--- config.mk ---
export PLATFORM = sky130hd
export DESIGN_NAME = reg_write_arbiter
export DESIGN_NICKNAME = d
export VERILOG_FILES = /design/src/rtl/hack_pkg.sv /design/src/rtl/reg_write_arbiter_rr_pick.sv /design/src/rtl/reg_write_arbiter.sv
export SDC_FILE = /design/constraint.sdc
export NUM_CORES = 1
export LEC_CHECK = 0
export ABC_AREA = 1
export CORE_MARGIN = 2
export CORE_UTILIZATION = 40
export DETAILED_ROUTE_END_ITERATION = 16
export GPL_TIMING_DRIVEN = 0
export PLACE_DENSITY = 0.83
export SYNTH_ARGS = -nofsm -noshare
export SYNTH_HDL_FRONTEND = slang
export SYNTH_SLANG_ARGS = --single-unit
export TNS_END_PERCENT = 30
--- constraint.sdc ---
create_clock -name clk -period 4.8 [get_ports clk]
set_clock_uncertainty 0.2 [all_clocks]
set_input_delay 1.2 -clock clk [delete_from_list [all_inputs] [get_ports clk]]
set_output_delay 1.2 -clock clk [all_outputs]
set_load 0.005 [all_outputs]
--- src/rtl/hack_pkg.sv ---
// Shared Hack-platform definitions used by the register write arbiter.
package hack_pkg;

    localparam int HACK_WORD_W = 16;

    typedef enum logic {
        ARB_IDLE  = 1'b0,
        ARB_GRANT = 1'b1
    } arb_state_e;

endpackage

--- src/rtl/reg_write_arbiter_rr_pick.sv ---
// Round-robin winner search: first request not masked, scanning upward from
// start_i with wrap-around.
module rr_pick #(
    parameter int N  = 4,
    parameter int IW = $clog2(N)
) (
    input  logic [N-1:0]  req_i,
    input  logic [N-1:0]  mask_i,
    input  logic [IW-1:0] start_i,
    output logic          found_o,
    output logic [IW-1:0] idx_o
);

    int j;

    always_comb begin
        found_o = 1'b0;
        idx_o   = '0;
        j       = 0;
        for (int i = 0; i < N; i++) begin
            j = int'(start_i) + i;
            if (j >= N) begin
                j = j - N;
            end
            if (!found_o && req_i[j] && !mask_i[j]) begin
                found_o = 1'b1;
                idx_o   = IW'(j);
            end
        end
    end

endmodule

--- src/rtl/reg_write_arbiter.sv ---
// Round-robin write arbiter sharing one Hack register between NUM_REQ
// requesters, with locked bursts capped at MAX_LOCK consecutive writes.
module reg_write_arbiter
    import hack_pkg::*;
#(
    parameter int NUM_REQ  = 4,
    parameter int WIDTH    = HACK_WORD_W,
    parameter int MAX_LOCK = 8
) (
    input  logic                       clk,
    input  logic                       rst_n,
    input  logic [NUM_REQ-1:0]         req_valid,
    input  logic [NUM_REQ-1:0]         req_lock,
    input  logic [NUM_REQ*WIDTH-1:0]   req_data,
    output logic [NUM_REQ-1:0]         req_ready,
    output logic                       grant_valid,
    output logic [$clog2(NUM_REQ)-1:0] grant_id,
    output logic [WIDTH-1:0]           reg_in,
    output logic                       reg_load
);

    localparam int IDW = $clog2(NUM_REQ);
    localparam logic [NUM_REQ-1:0] ONE_HOT0 = NUM_REQ'(1);

    arb_state_e       state_q;
    logic [IDW-1:0]   grant_q;
    logic [IDW-1:0]   ptr_q;
    logic [7:0]       lock_cnt_q;

    logic             in_grant;
    logic             handshake;
    logic             stay_locked;
    logic [IDW-1:0]   next_ptr;
    logic [IDW-1:0]   pick_start;
    logic [NUM_REQ-1:0] pick_mask;
    logic             pick_found;
    logic [IDW-1:0]   pick_idx;

    assign in_grant    = (state_q == ARB_GRANT);
    assign handshake   = in_grant && req_valid[grant_q];
    assign stay_locked = handshake && req_lock[grant_q] && (lock_cnt_q < 8'(MAX_LOCK - 1));
    assign next_ptr    = (grant_q == IDW'(NUM_REQ - 1)) ? '0 : grant_q + IDW'(1);

    // While granted, the current owner is excluded and the search starts
    // just after it, so a busy requester cannot re-win without a lock.
    assign pick_start  = in_grant ? next_ptr : ptr_q;
    assign pick_mask   = in_grant ? (ONE_HOT0 << grant_q) : '0;

    rr_pick #(
        .N  (NUM_REQ),
        .IW (IDW)
    ) u_pick (
        .req_i   (req_valid),
        .mask_i  (pick_mask),
        .start_i (pick_start),
        .found_o (pick_found),
        .idx_o   (pick_idx)
    );

    always_ff @(posedge clk or negedge rst_n) begin
        if (!rst_n) begin
            state_q    <= ARB_IDLE;
            grant_q    <= '0;
            ptr_q      <= '0;
            lock_cnt_q <= '0;
        end else begin
            case (state_q)
                ARB_IDLE: begin
                    if (pick_found) begin
                        state_q <= ARB_GRANT;
                        grant_q <= pick_idx;
                    end
                end
                ARB_GRANT: begin
                    if (stay_locked) begin
                        lock_cnt_q <= lock_cnt_q + 8'd1;
                    end else begin
                        lock_cnt_q <= '0;
                        // A withdrawn grant leaves the pointer where it was.
                        if (handshake) begin
                            ptr_q <= next_ptr;
                        end
                        if (pick_found) begin
                            grant_q <= pick_idx;
                        end else begin
                            state_q <= ARB_IDLE;
                        end
                    end
                end
                default: state_q <= ARB_IDLE;
            endcase
        end
    end

    always_comb begin
        req_ready = '0;
        if (in_grant) begin
            req_ready[grant_q] = 1'b1;
        end
    end

    assign grant_valid = in_grant;
    assign grant_id    = grant_q;
    assign reg_load    = handshake;
    assign reg_in      = handshake ? req_data[int'(grant_q)*WIDTH +: WIDTH] : '0;

endmodule

After elaboration in Yosys (flattened, before gate mapping)

Index checks and enable logic that the tools add are counted.

Flip-flop bits (word level): 13
Bits of input ports: 74
Output and inout port bits: 24
Word-level logic and storage cells: 103

Add/subtract/negate cells: 9
Magnitude comparators: 11
Equal/unequal tests: 2
Shifts and indexed selects: 2
Muxes and demuxes: 54
Bitwise logic cells: 2
Reductions and logical operators: 19

Operators by type and width:

| kind                                                                    | count |
|---|---|
| 32-bit by 4-bit < comparator with 1-bit output (second input constant)  | 4 |
| 32-bit two-way mux                                                      | 4 |
| 32-bit by 4-bit >= comparator with 1-bit output (second input constant) | 3 |
| 32-bit by 4-bit subtractor with 32-bit output (second input constant)   | 3 |
| 64-bit by 7-bit variable part select with 16-bit output                 | 1 |
| 1-bit two-way mux                                                       | 25 |
| 1-bit binary-select mux with 2-bit select                               | 10 |
| 16-bit two-way mux                                                      | 1 |
| 2-bit two-way mux                                                       | 8 |
| 1-bit logical AND                                                       | 11 |
| 8-bit by 1-bit adder with 8-bit output (second input constant)          | 1 |
| 8-bit by 3-bit < comparator with 1-bit output (second input constant)   | 1 |
| 4-bit two-way mux                                                       | 2 |
| 8-bit two-way mux                                                       | 1 |
| 1-bit logical NOT                                                       | 7 |
| 2-bit by 2-bit adder with 3-bit output (second input constant)          | 2 |
| 2-bit case mux with 2 select lines                                      | 1 |
| 1-bit by 2-bit << shifter with 4-bit output (first input constant)      | 1 |
| 2-bit by 3-bit subtractor with 4-bit output (second input constant)     | 1 |
| 2-bit by 1-bit adder with 3-bit output (second input constant)          | 1 |
| 2-bit by 3-bit >= comparator with 1-bit output (second input constant)  | 1 |
| 2-bit by 3-bit < comparator with 1-bit output (second input constant)   | 1 |
| 3-bit AND reduction                                                     | 1 |
| 2-bit by 1-bit adder with 2-bit output (second input constant)          | 1 |
| 6 further kinds                                                         | 7 |

Logic depth before layout (Yosys ltp)

Depth in word-level cells: 26
Mapped depth: 18
Depth with buffers taken out: 16

Modules after synthesis

A second synthesis with hierarchy kept.

Cell total of the unflattened synthesis: 276
Area total of the unflattened synthesis: 1580.3 sq um

Modules (own cells, without submodules):

| module            | times used | cells an instance | area an instance (sq um) | sequential area each (sq um) |
|---|---|---|---|---|
| reg_write_arbiter | 1          | 222               | 1311.3                   | 325.3 |
| rr_pick           | 1          | 54                | 269.0                    | 0.0 |

Worst setup path after synthesis

Ideal clock, no wire load.

Path kind: input to output
From: input req_valid[1]
To: output reg_in[10]
Data arrival time: 2.109 ns
Data required time: 3.400 ns
Slack: 1.291 ns
Cell stages on the path: 7
Buffers on the path: 1
Cell sequence: inv_1 a21oi_1 o21ai_0 a21oi_2 inv_2 clkbuf_1 a21oi_1

Word-level cells in the longest chain between the ends: 4

RTL lines:

| element                                   | line                     | text |
|---|---|---|
| from (decl)                               | reg_write_arbiter.sv:12  | `input logic [NUM_REQ-1:0] req_valid,` |
| 1-bit binary-select mux with 2-bit select | reg_write_arbiter.sv:40  | `assign handshake = in_grant && req_valid[grant_q];` |
| 1-bit two-way mux (implied by the code)   | reg_write_arbiter.sv:40  |  |
| 1-bit logical AND                         | reg_write_arbiter.sv:40  |  |
| named net reg_load                        | reg_write_arbiter.sv:19  | `output logic reg_load` |
| 16-bit two-way mux                        | reg_write_arbiter.sv:105 | `assign reg_in = handshake ? req_data[int'(grant_q)*WIDTH +: WIDTH] : '0;` |
| to (decl)                                 | reg_write_arbiter.sv:18  | `output logic [WIDTH-1:0] reg_in,` |

The timed path passes the listed nets, and every way through them passes these cells. The select of a mux whose other input is x is not followed.

Worst setup path in the final report

From: input req_valid[2]
To: output reg_in[4]

Word-level cells in the longest chain between the ends: 4

RTL lines:

| element                                   | line |
|---|---|
| 1-bit binary-select mux with 2-bit select | reg_write_arbiter.sv:40 |
| 1-bit two-way mux (implied by the code)   | reg_write_arbiter.sv:40 |
| 1-bit logical AND                         | reg_write_arbiter.sv:40 |
| 16-bit two-way mux                        | reg_write_arbiter.sv:105 |

Every way passes these cells. The select of a mux whose other input is x is not followed.

==> impl_metrics.csv <==
group,metric,value,unit
run_status,status,"finished clean",
sta,timing.hold.ws,0.290,ns
finish,antenna-diode-count,0,
sta,worst_slack,0.156,ns
global_routing,antenna_found_initial,0,
placed_design,gp_congestion,0.826,
pwr,p_int,808,uW
min_path,whs_endpoint,"lock_cnt_q[7]",
synthesis,syn_avg_cell_area,5.59,sq um
pwr,clkPwrFrac,5.5,%
pwr,combPwrFrac,84.6,%
clock_tree,cts_buffer_depth,2,
route,remaining_drc_errors,0,
sta,fin_crit,4.64,ns
setup_path,path_buf_inv,4,
pwr,leakagePower,0.00117,uW
die,num_rows,22,
sta,worstMarginPinSlew,0.579,ns
clock_tree,clock_latency,0.24,ns
route,via_per_inst,4.98,
route,drtIter0Drc,179,
synthesis,ys_ff_latch,13,
die,dieArea,4490,sq um
synthesis,synth_cell_type_count,28,
pwr,p_sw_share,53.9,%
finish,final_common_cell,"clkdlybuf4s50_1",
pwr,p_per_area,659,nW/um^2
setup_path,startpoint_type,"input port",
die,io_pins,98,
run,maxCapViolations,0,
setup_path,critPathCaptureType,"output port",
global_routing,globalRouteOverflowTotal,0,
clock_tree,htree_levels,1,
setup_path,slowest_stage,"clkdlybuf4s50_1",
setup_path,r2r.worst_path.cells,18,
route,drt_wl_total,5650,um
sta,finalCritPeriodShare,96.8,%
die,fp.coreArea,3740,sq um
finish,final_cell_count_no_fill,432,
sta,max_freq,215,MHz
synthesis,synth_area_leaders,"dfrtp_1, nor2_1, o21ai_0, nand2_1, a21oi_1",
sta,drv_slew,0,
setup_path,path_cells,"clkdlybuf4s50_1, inv_1, a21oi_1, o21ai_1, a21oi_2, inv_2, a21oi_1, clkdlybuf4s50_1",
setup_path,crit_type,"in -> out",
sta,max_slew_margin,61.3,%
clock_tree,root_buffer,"clkbuf_8",
global_routing,grt_pass1_wl,8850,um
setup_path,regToRegEndpoint,"grant_id[0]",
die,die_width,67.0,um
synthesis,synth_top_area_share,20.5,%
global_routing,grtUsageTotal,25.4,%
placed_design,place_ws,0.0162,ns
sta,setup_viol,0,
die,die_height,67.0,um
synthesis,ys_seq_area_share,20.5,%
placed_design,dp_hpwl,4730,um
placed_design,io_buffers,97,
min_path,min_from,"lock_cnt_q[7]",
placed_design,dp.cells,429,
synthesis,synth_area,1590,sq um
min_path,whs_path_depth,2,
sta,hold_viol,0,
setup_path,cp_max_fo,18,
finish,layout-drive-gt1-share,7.29,%
finish,fillCellCount,372,
clock_tree,hold_buffers,0,
finish,areaGrowthSynthToFinish,67.7,%
pwr,peakVddDrop,289,uV
sta,tns,0,ns
clock_tree,cts.clk_slew.worst_paths,0.06,ns
synthesis,syn_nets,363,
finish,fin_nets,464,
setup_path,crit_cells,8,
synthesis,synthCells,284,
global_routing,grt_max_degree,19,
clock_tree,cts-resized-gates,0,
setup_path,rr_startpoint,"grant_id[0]",
pwr,seq_power_share,9.9,%
synthesis,ys_warn_count,0,
clock_tree,clock-sinks,13,
setup_path,required,3.40,ns
clock_tree,cts_buffers,3,
route,drt-wirelength-per-cell,13.1,um
die,initial_core_util,42.4,%
setup_path,cp_top_family,"buffers and inverters",
clock_tree,cts_tree,"done",
setup_path,crit_arrival,3.24,ns
route,dr.pass1.iters,4,
clock_tree,cts_post_setup_buffers_inserted,0,
route,drtAntennaViolNets,0,
sta,rsz0062_at_grt,"no",
synthesis,netlist.top_cell.by_area,"dfrtp_1",
setup_path,rrSetupSlack,1.89,ns
setup_path,critPathMaxStageDelay,0.55,ns
pwr,total_power,1750,uW
route,vias,2152,
min_path,hold_class,"reg -> reg",
global_routing,grt_pass1_vias,1958,
pwr,power_switching,944,uW
finish,final_cell_mix,"clkdlybuf4s50_1, nor2_1, nand2_1",
[how the worst max path moves through the flow]
stage | start | endpoint | slack [ns]
after detailed placement | req_valid[2] | reg_in[14] | 0.02
after floorplan | req_valid[1] | reg_in[10] | 1.29
after global routing | req_valid[2] | reg_in[4] | 0.1
after global placement | req_valid[2] | reg_in[14] | 0.007
final | req_valid[2] | reg_in[4] | 0.16
after CTS | req_valid[2] | reg_in[4] | 0.21
[power groups by stage]
stage	Clock, uW	Combinational, uW	Sequential, uW
after floorplan	0	945	169
after global placement	0	1460	174
after detailed placement	0	1480	176
after CTS	100	1480	174
after global routing	105	1660	177
final	96.4	1480	173
[stage by stage]
step	utilization, %	instance area (sq um)
detailed placement	69.9	2620
global route	71.1	2660
global placement	69.9	2620
finish	71.1	2660
floorplan	-	1590
CTS	71.1	2660
[cell families (layout without fill, tap and decap cells)]
family | after synthesis | after routing | synth area share [%]
AND/OR/NAND/NOR | 158 | 158 | 43.5
flip-flops | 13 | 13 | 20.5
buffers and inverters | 37 | 137 | 8.99
adder cells (fa/ha/maj) | 5 | 5 | 3.94
AO/OA/AOI/OAI | 71 | 71 | 23.1
[worst reg2reg max path, delay by kind of cell, from the launching register on]
family / cells / cell delay (ns)
adder cells (fa/ha/maj): 1 / 0.33
buffers and inverters: 5 / 0.80
flip-flops: 1 / 0.45
AND/OR/NAND/NOR: 12 / 0.99
[state kept, by name (all words and copies together), names as in the netlist]
| name | flops |
|---|---|
| lock_cnt_q | 8 |
| grant_id | 2 |
| ptr_q | 2 |
| grant_valid | 1 |
[cell usage after synthesis, drive strengths merged]
master  instances
clkinv          1
inv            23
a21oi          24
o22ai           1
a21boi          1
nor2           84
nand3b          1
nand2          53
ha              5
clkbuf          7
dfrtp          13
a41oi           1
buf             6
nand4           4
nor4            1
o21ai          44
nor3            1
nand3          14
[routing by layer]
metal / global-route usage [%] / part of all wire, % / vias to the layer above
li1: - / - / 1127
met1: 32.5 / 43 / 952
met2: 45.4 / 51 / 73
met3: 5.07 / 6.2 / 0
met4: 2.04 / 0 / 0
met5: 0 / 0 / -
[area by class of cell]
cell class,count,area [sq um],area share [%]
Clock inverter,1,5.00,0.188
Clock buffer,3,41.3,1.55
Buffer,12,48.8,1.83
Inverter,24,90.1,3.39
Timing Repair Buffer,97,971,36.5
Multi-Input combinational cell,234,1120,42.1
Tap cell,48,60.1,2.26
Sequential cell,13,325,12.2
No activity file was read; power rests on OpenSTA's default activity.
